==> src/rtl/interrupt_controller.sv <==
// Fixed-priority interrupt controller with a CPU handshake and a source-acknowledge timeout.
// The lowest pending index is presented to the CPU, then src_ack is held until the source drops its request.
module interrupt_controller #(
  parameter int NUM_SRC = 4,
  parameter int TIMEOUT = 16,
  localparam int IDW = ($clog2(NUM_SRC) > 1) ? $clog2(NUM_SRC) : 1
) (
  input  logic               clk_50_mhz,
  input  logic               rst_n,
  input  logic [NUM_SRC-1:0] irq_in,
  input  logic [NUM_SRC-1:0] irq_mask,
  input  logic               cpu_ack,
  input  logic               err_clr,
  output logic               cpu_irq,
  output logic [IDW-1:0]     cpu_irq_id,
  output logic [NUM_SRC-1:0] src_ack,
  output logic               timeout_err
);

  typedef enum logic [1:0] {
    IDLE   = 2'd0,
    ASSERT = 2'd1,
    ACK    = 2'd2
  } state_t;

  localparam logic [7:0] CNT_LAST = 8'(TIMEOUT - 1);

  state_t             state, state_nxt;
  logic [7:0]         cnt, cnt_nxt;
  logic               cpu_irq_nxt;
  logic [IDW-1:0]     id_nxt;
  logic [NUM_SRC-1:0] src_ack_nxt;
  logic               err_nxt;
  logic [NUM_SRC-1:0] pending;
  logic [NUM_SRC-1:0] id_onehot;
  logic [IDW-1:0]     low_idx;
  logic               held;

  assign pending   = irq_in & irq_mask;
  assign id_onehot = NUM_SRC'(1) << cpu_irq_id;
  assign held      = irq_in[cpu_irq_id];

  // Scan downward so the lowest pending index is the last one written.
  always_comb begin
    low_idx = '0;
    for (int i = NUM_SRC - 1; i >= 0; i--) begin
      if (pending[i]) low_idx = IDW'(i);
    end
  end

  always_comb begin
    state_nxt   = state;
    cnt_nxt     = cnt;
    cpu_irq_nxt = cpu_irq;
    id_nxt      = cpu_irq_id;
    src_ack_nxt = src_ack;
    err_nxt     = timeout_err & ~err_clr;
    case (state)
      IDLE: begin
        if (|pending) begin
          state_nxt   = ASSERT;
          cpu_irq_nxt = 1'b1;
          id_nxt      = low_idx;
        end
      end
      ASSERT: begin
        if (cpu_ack) begin
          state_nxt   = ACK;
          cpu_irq_nxt = 1'b0;
          src_ack_nxt = id_onehot;
          cnt_nxt     = '0;
        end
      end
      ACK: begin
        // A drop on the last allowed cycle still counts as a clean release.
        if (!held) begin
          state_nxt   = IDLE;
          src_ack_nxt = '0;
        end else if (cnt == CNT_LAST) begin
          state_nxt   = IDLE;
          src_ack_nxt = '0;
          err_nxt     = 1'b1;
        end else begin
          cnt_nxt = cnt + 8'd1;
        end
      end
      default: begin
        state_nxt   = IDLE;
        cpu_irq_nxt = 1'b0;
        src_ack_nxt = '0;
      end
    endcase
  end

  always_ff @(posedge clk_50_mhz) begin
    if (!rst_n) begin
      state       <= IDLE;
      cnt         <= '0;
      cpu_irq     <= 1'b0;
      cpu_irq_id  <= '0;
      src_ack     <= '0;
      timeout_err <= 1'b0;
    end else begin
      state       <= state_nxt;
      cnt         <= cnt_nxt;
      cpu_irq     <= cpu_irq_nxt;
      cpu_irq_id  <= id_nxt;
      src_ack     <= src_ack_nxt;
      timeout_err <= err_nxt;
    end
  end

endmodule
==> config.mk <==
export PLATFORM = sky130hd
export DESIGN_NAME = interrupt_controller
export DESIGN_NICKNAME = d
export VERILOG_FILES = /design/src/rtl/interrupt_controller.sv
export SDC_FILE = /design/constraint.sdc
export NUM_CORES = 1
export LEC_CHECK = 0
export CAP_MARGIN = 5
export CORE_MARGIN = 2
export CORE_UTILIZATION = 51
export CTS_BUF_LIST = sky130_fd_sc_hd__clkbuf_2
export DETAILED_ROUTE_END_ITERATION = 6
export PLACE_DENSITY = 0.8
export SETUP_SLACK_MARGIN = 0.15
export SLEW_MARGIN = 0
export SYNTH_ARGS = -nofsm -noshare
export SYNTH_HDL_FRONTEND = slang
export SYNTH_SLANG_ARGS = --single-unit
export TNS_END_PERCENT = 30
==> constraint.sdc <==
create_clock -name clk_50_mhz -period 2.15 [get_ports clk_50_mhz]
set_input_delay 0.3225 -clock clk_50_mhz [delete_from_list [all_inputs] [get_ports clk_50_mhz]]
set_output_delay 0.3225 -clock clk_50_mhz [all_outputs]
set_load 0.01 [all_outputs]
==> results <==
- For this configuration, the core starts out at a cell density of 53.77%.
- The length in cells of the worst reg-to-reg path is 4.
- The dominant combinational cell family by area after synthesis is compound AO/OA/AOI/OAI gates.
- Summed over all failing endpoints, the final setup total negative slack is 0 ps.
- The worst pin sits at a relative slew slack of between 70% and 80%.
- The xor/xnor share of the synthesized area is less than 1%.
- The weighted congestion at the end of routability-driven global placement is 0.8442.
- Input and output buffers added on the ports amount to 19.
- The total number of vias is 795.
- Counting every net in the synthesized netlist gives 110.
- The final count of pins violating max slew was 0.
- The internal portion of the total power is 451.3 uW.
- Summing the areas of all compound-gate instances in the mapped netlist gives 25.34% of the synthesized area.
- Per report_power, the sequential group accounts for between 50% and 60% of the total.
- CTS built an H-tree with a depth of 1.
- In this run the critical register-to-register path is captured at src_ack[0].
- The HPWL after detailed placement is approximately 1400 um.
- The logic gate share of total power is a little under a fifth.
- A synthesized cell averages 9.468 um^2.
- The wire length per cell is approximately 13 um.
- The Yosys step of the flow raised 0 warnings.
- The first global-routing pass estimated 3063 um of wire.
- The post-placement cell count is 138.
- The remaining number of nets flagged by the antenna check after routing is 0.
- Setup repair after global routing left no endpoint under its margin.
- The total power is 617.2 uW.
- The area growth from synthesis to layout is 24.25%.
- For hold timing, the worst endpoint is timeout_err.
- During I/O placement, the number of pins put on the boundary was 20.
- The filler cells instantiated in the layout total roughly 140.
- The total count of hold-check failures in the final report is 0.
- The worst register-to-register path begins at cpu_irq_id[1].
- The buffers inserted during post-CTS setup optimization is 0.
- In the synthesized netlist, the number of instances is 97.
- STA classifies the critical path startpoint as a flop.
- The global-route total usage across every layer is 20.35%.
- The slowest library cell on the worst path is sky130_fd_sc_hd__mux4_2.
- Cells with a size suffix above 1 make up approximately a tenth of the layout.
- After synthesis, the most frequently instantiated cells are sky130_fd_sc_hd__dfxtp_1, sky130_fd_sc_hd__nand2_1, sky130_fd_sc_hd__nor3_1.
- In this run, synthesis inferred 0 flip-flops with an integrated enable.
- Dividing the final minimum period by the clock period gives 81.62%.
- Across the run, the number of max-cap violations was 0.
- The mapped netlist covers 918.4 um^2.
- The count of cells in the finished layout, fillers not included, comes to 142.
- After synthesis the netlist holds a flip-flop and latch count of 18.
- Static timing analysis puts the maximum clock frequency at 569.9 MHz.
- In the synthesized netlist the async set-or-reset flop fraction comes to 0%.
- In the routed layout, each cell is associated on average with a via count of 5.599.
- The number of global-route vias before repair was 714.
- The final layout net count is 131.
- Post-CTS repair changed the size of 0 cells.
- The relative contribution of the clock network to total power is 22.3%.
- The pin slew with the least headroom to its limit is 428.6 ps.
- The number of buffers added to fix hold violations after cts is 0.
- The switching part of the total is 26.87%.
- The maximum net fanout on the critical path is 8.
- The die footprint is 2156 um^2.
- The clock passes through at most 2 buffers.
- The simple logic cell fraction of the synthesized area is 23.57%.
- The remaining design rule violation count is 0.
- The data required time of the critical path is between 2000 and 2500 ps.
- The cell depth of the worst min-delay path is 2.
- The sequential-to-total area share from yosys stat is 39.24%.
- The vertical die dimension is around 46 um.
- The critical path class is reg2reg.
- The clock latency of the later-clocked register in the worst-skew pair is just under 300 ps.
- The most used flip-flop cell after synthesis is sky130_fd_sc_hd__dfxtp_1.
- The routed wire length is 1880 um.
- In this run, distinct cell masters in the synthesized netlist total 41.
- The row count is 15.
- Yosys attributes the largest share of cell area to sky130_fd_sc_hd__dfxtp_1, sky130_fd_sc_hd__nor3_1, sky130_fd_sc_hd__a22o_1.
- In this run the most critical hold path is launched from timeout_err.
- Counting I/O delays and the setup requirement, the final critical path takes 1755 ps.
- The number of buffers added by the clock tree synthesis step is 3.
- The initial antenna violation count came to 0.
- The endpoint arrival time on the critical path is 1950 ps.
- Summing all flip-flop and latch instances after layout gives 360.3 um^2.
- In this run the worst hold path is classified as reg2reg.
- 0 antenna diodes ended up in the layout.
- The run finished with clean final reports.
- The synthesized design devotes to its leading area cell type 39.24% of total area.
- Clock-pin slew was measured on the worst setup and hold paths at 160 ps.
- The first routing iteration left 16 violations.
- In the final layout, the multi-input gates occupy roughly 530 um^2.
- Of the total synthesized cell area, the portion taken by full adders, half adders and majority gates is under 10%.
- For this design the ratio of total power to cell area is 540.9 nW/um^2.
- The worst setup path is captured at a flop.
- The delay of the slowest critical-path stage is around 600 ps.
- IR analysis of the VDD net gives a maximum drop of 0.5164 mV.
- The maximum clock skew at final layout is 5.317 ps.
- The number of detailed-route iterations in the first pass is 4.
- The mux cell area share after synthesis is about 6.0%.
- For this run the aggregate overflow at the end of global routing stands at 0.
- Walking the worst path, the cells encountered are mux4_2 -> o2111ai_1 -> nand2_1 -> a22o_1.
- The largest area contributor in the synthesized netlist is sky130_fd_sc_hd__dfxtp_1.
- The width of the die is 46.44 um.
- Yosys instantiated no cell more often than sky130_fd_sc_hd__dfxtp_1.
- CTS saw 18 sinks.
- The slack of the worst reg-to-reg path is 400 ps.
- The cell sitting at the root of the clock tree is a sky130_fd_sc_hd__clkbuf_2.
- The area of the core is ~1700 um^2.
- TritonCTS built the clock tree.
- In this run the power spent charging and discharging nets is about 170 uW.
- Entering global routing, the biggest net connects 11 pins.
- The reported leakage power is ~0.00043 uW.
- The number of setup violations in the final report is 0.
## cells in the final DEF (no fill, tap or decap), types with 2 or more instances in the layout
cell	instances
sky130_fd_sc_hd__clkdlybuf4s50_1	19
sky130_fd_sc_hd__dfxtp_1	18
sky130_fd_sc_hd__nand2_1	9
sky130_fd_sc_hd__nor3_1	8
sky130_fd_sc_hd__nand3_1	4
sky130_fd_sc_hd__inv_1	4
sky130_fd_sc_hd__a22o_1	4
sky130_fd_sc_hd__a21oi_1	3
sky130_fd_sc_hd__o21ai_0	3
sky130_fd_sc_hd__clkbuf_2	3
sky130_fd_sc_hd__nand3b_1	2
sky130_fd_sc_hd__mux2_2	2
sky130_fd_sc_hd__o211a_1	2
sky130_fd_sc_hd__and3b_1	2
sky130_fd_sc_hd__o211ai_1	2
sky130_fd_sc_hd__a22oi_1	2
sky130_fd_sc_hd__nor2_1	2
sky130_fd_sc_hd__nand2b_1	2
sky130_fd_sc_hd__a22o_2	2
sky130_fd_sc_hd__o22a_1	2
## power by group through the flow
stage	Combinational, uW	Clock, uW	Sequential, uW
after detailed placement	115	0	371
after global placement	112	0	370
after CTS	116	144	364
final	116	137	364
after floorplan	66.9	0	366
after global routing	127	155	367
## critical path, delay by kind of cell, from the launching register on
kind	cells	cell delay [ps]
AOI/OAI and AO/OA	2	380
DFF	1	530
muxes	1	600
and+or+nand+nor	1	150
## kinds of logic (layout without fill, tap and decap cells)
kind of cell,Yosys count,count (layout)
compound gates,29,29
xor+xnor,1,1
fa+ha+maj,1,1
buf+inv,7,27
flops,18,18
mux,4,4
simple gates,37,37
## layer usage
metal	vias to the layer above	part of all wire, %	track usage, %
met5	-	0	0
met4	0	0.69	4.571
met3	2	3.8	7.843
met2	17	45	32.22
met1	366	50	26.08
li1	410	-	-
## registers in the layout, indices dropped and copies added (netlist names)
signal and cells:
cnt 8, src_ack 4, cpu_irq_id 2, state 2, cpu_irq 1, timeout_err 1
## how the worst max path moves through the flow
stage / from / end / cells past startpoint
3_3_place_gp: irq_in[0] / src_ack[2] / 5
2_1_floorplan: cpu_irq_id[1] / src_ack[0] / 5
6_report: cpu_irq_id[1] / src_ack[0] / 4
4_1_cts: cpu_irq_id[1] / cpu_irq_id[1] / 1
3_5_place_dp: irq_in[3] / src_ack[0] / 5
5_1_grt: cpu_irq_id[1] / src_ack[0] / 4
## cell type report
cell class	count	area share (%)
clock buffer	3	1.316
clock inverter	1	0.3289
inverter	4	1.316
multi-input combinational	72	46.05
sequential	18	31.58
tap	25	2.741
timing repair buffer	19	16.67
## metrics by stage
step / cell area, um^2 / hold slack [ps] / worst slack [ps] / util [%]
floorplan: 918.4 / 455.9 / 512.6 / -
global placement: 1122 / 460.1 / 209.0 / 65.71
detailed placement: 1122 / 465.1 / 155.0 / 65.71
CTS: 1141 / 497.6 / 382.0 / 66.81
global route: 1141 / 517.9 / 287.4 / 66.81
finish: 1141 / 490.1 / 395.3 / 66.81
No activity file was read; power rests on OpenSTA's default activity.
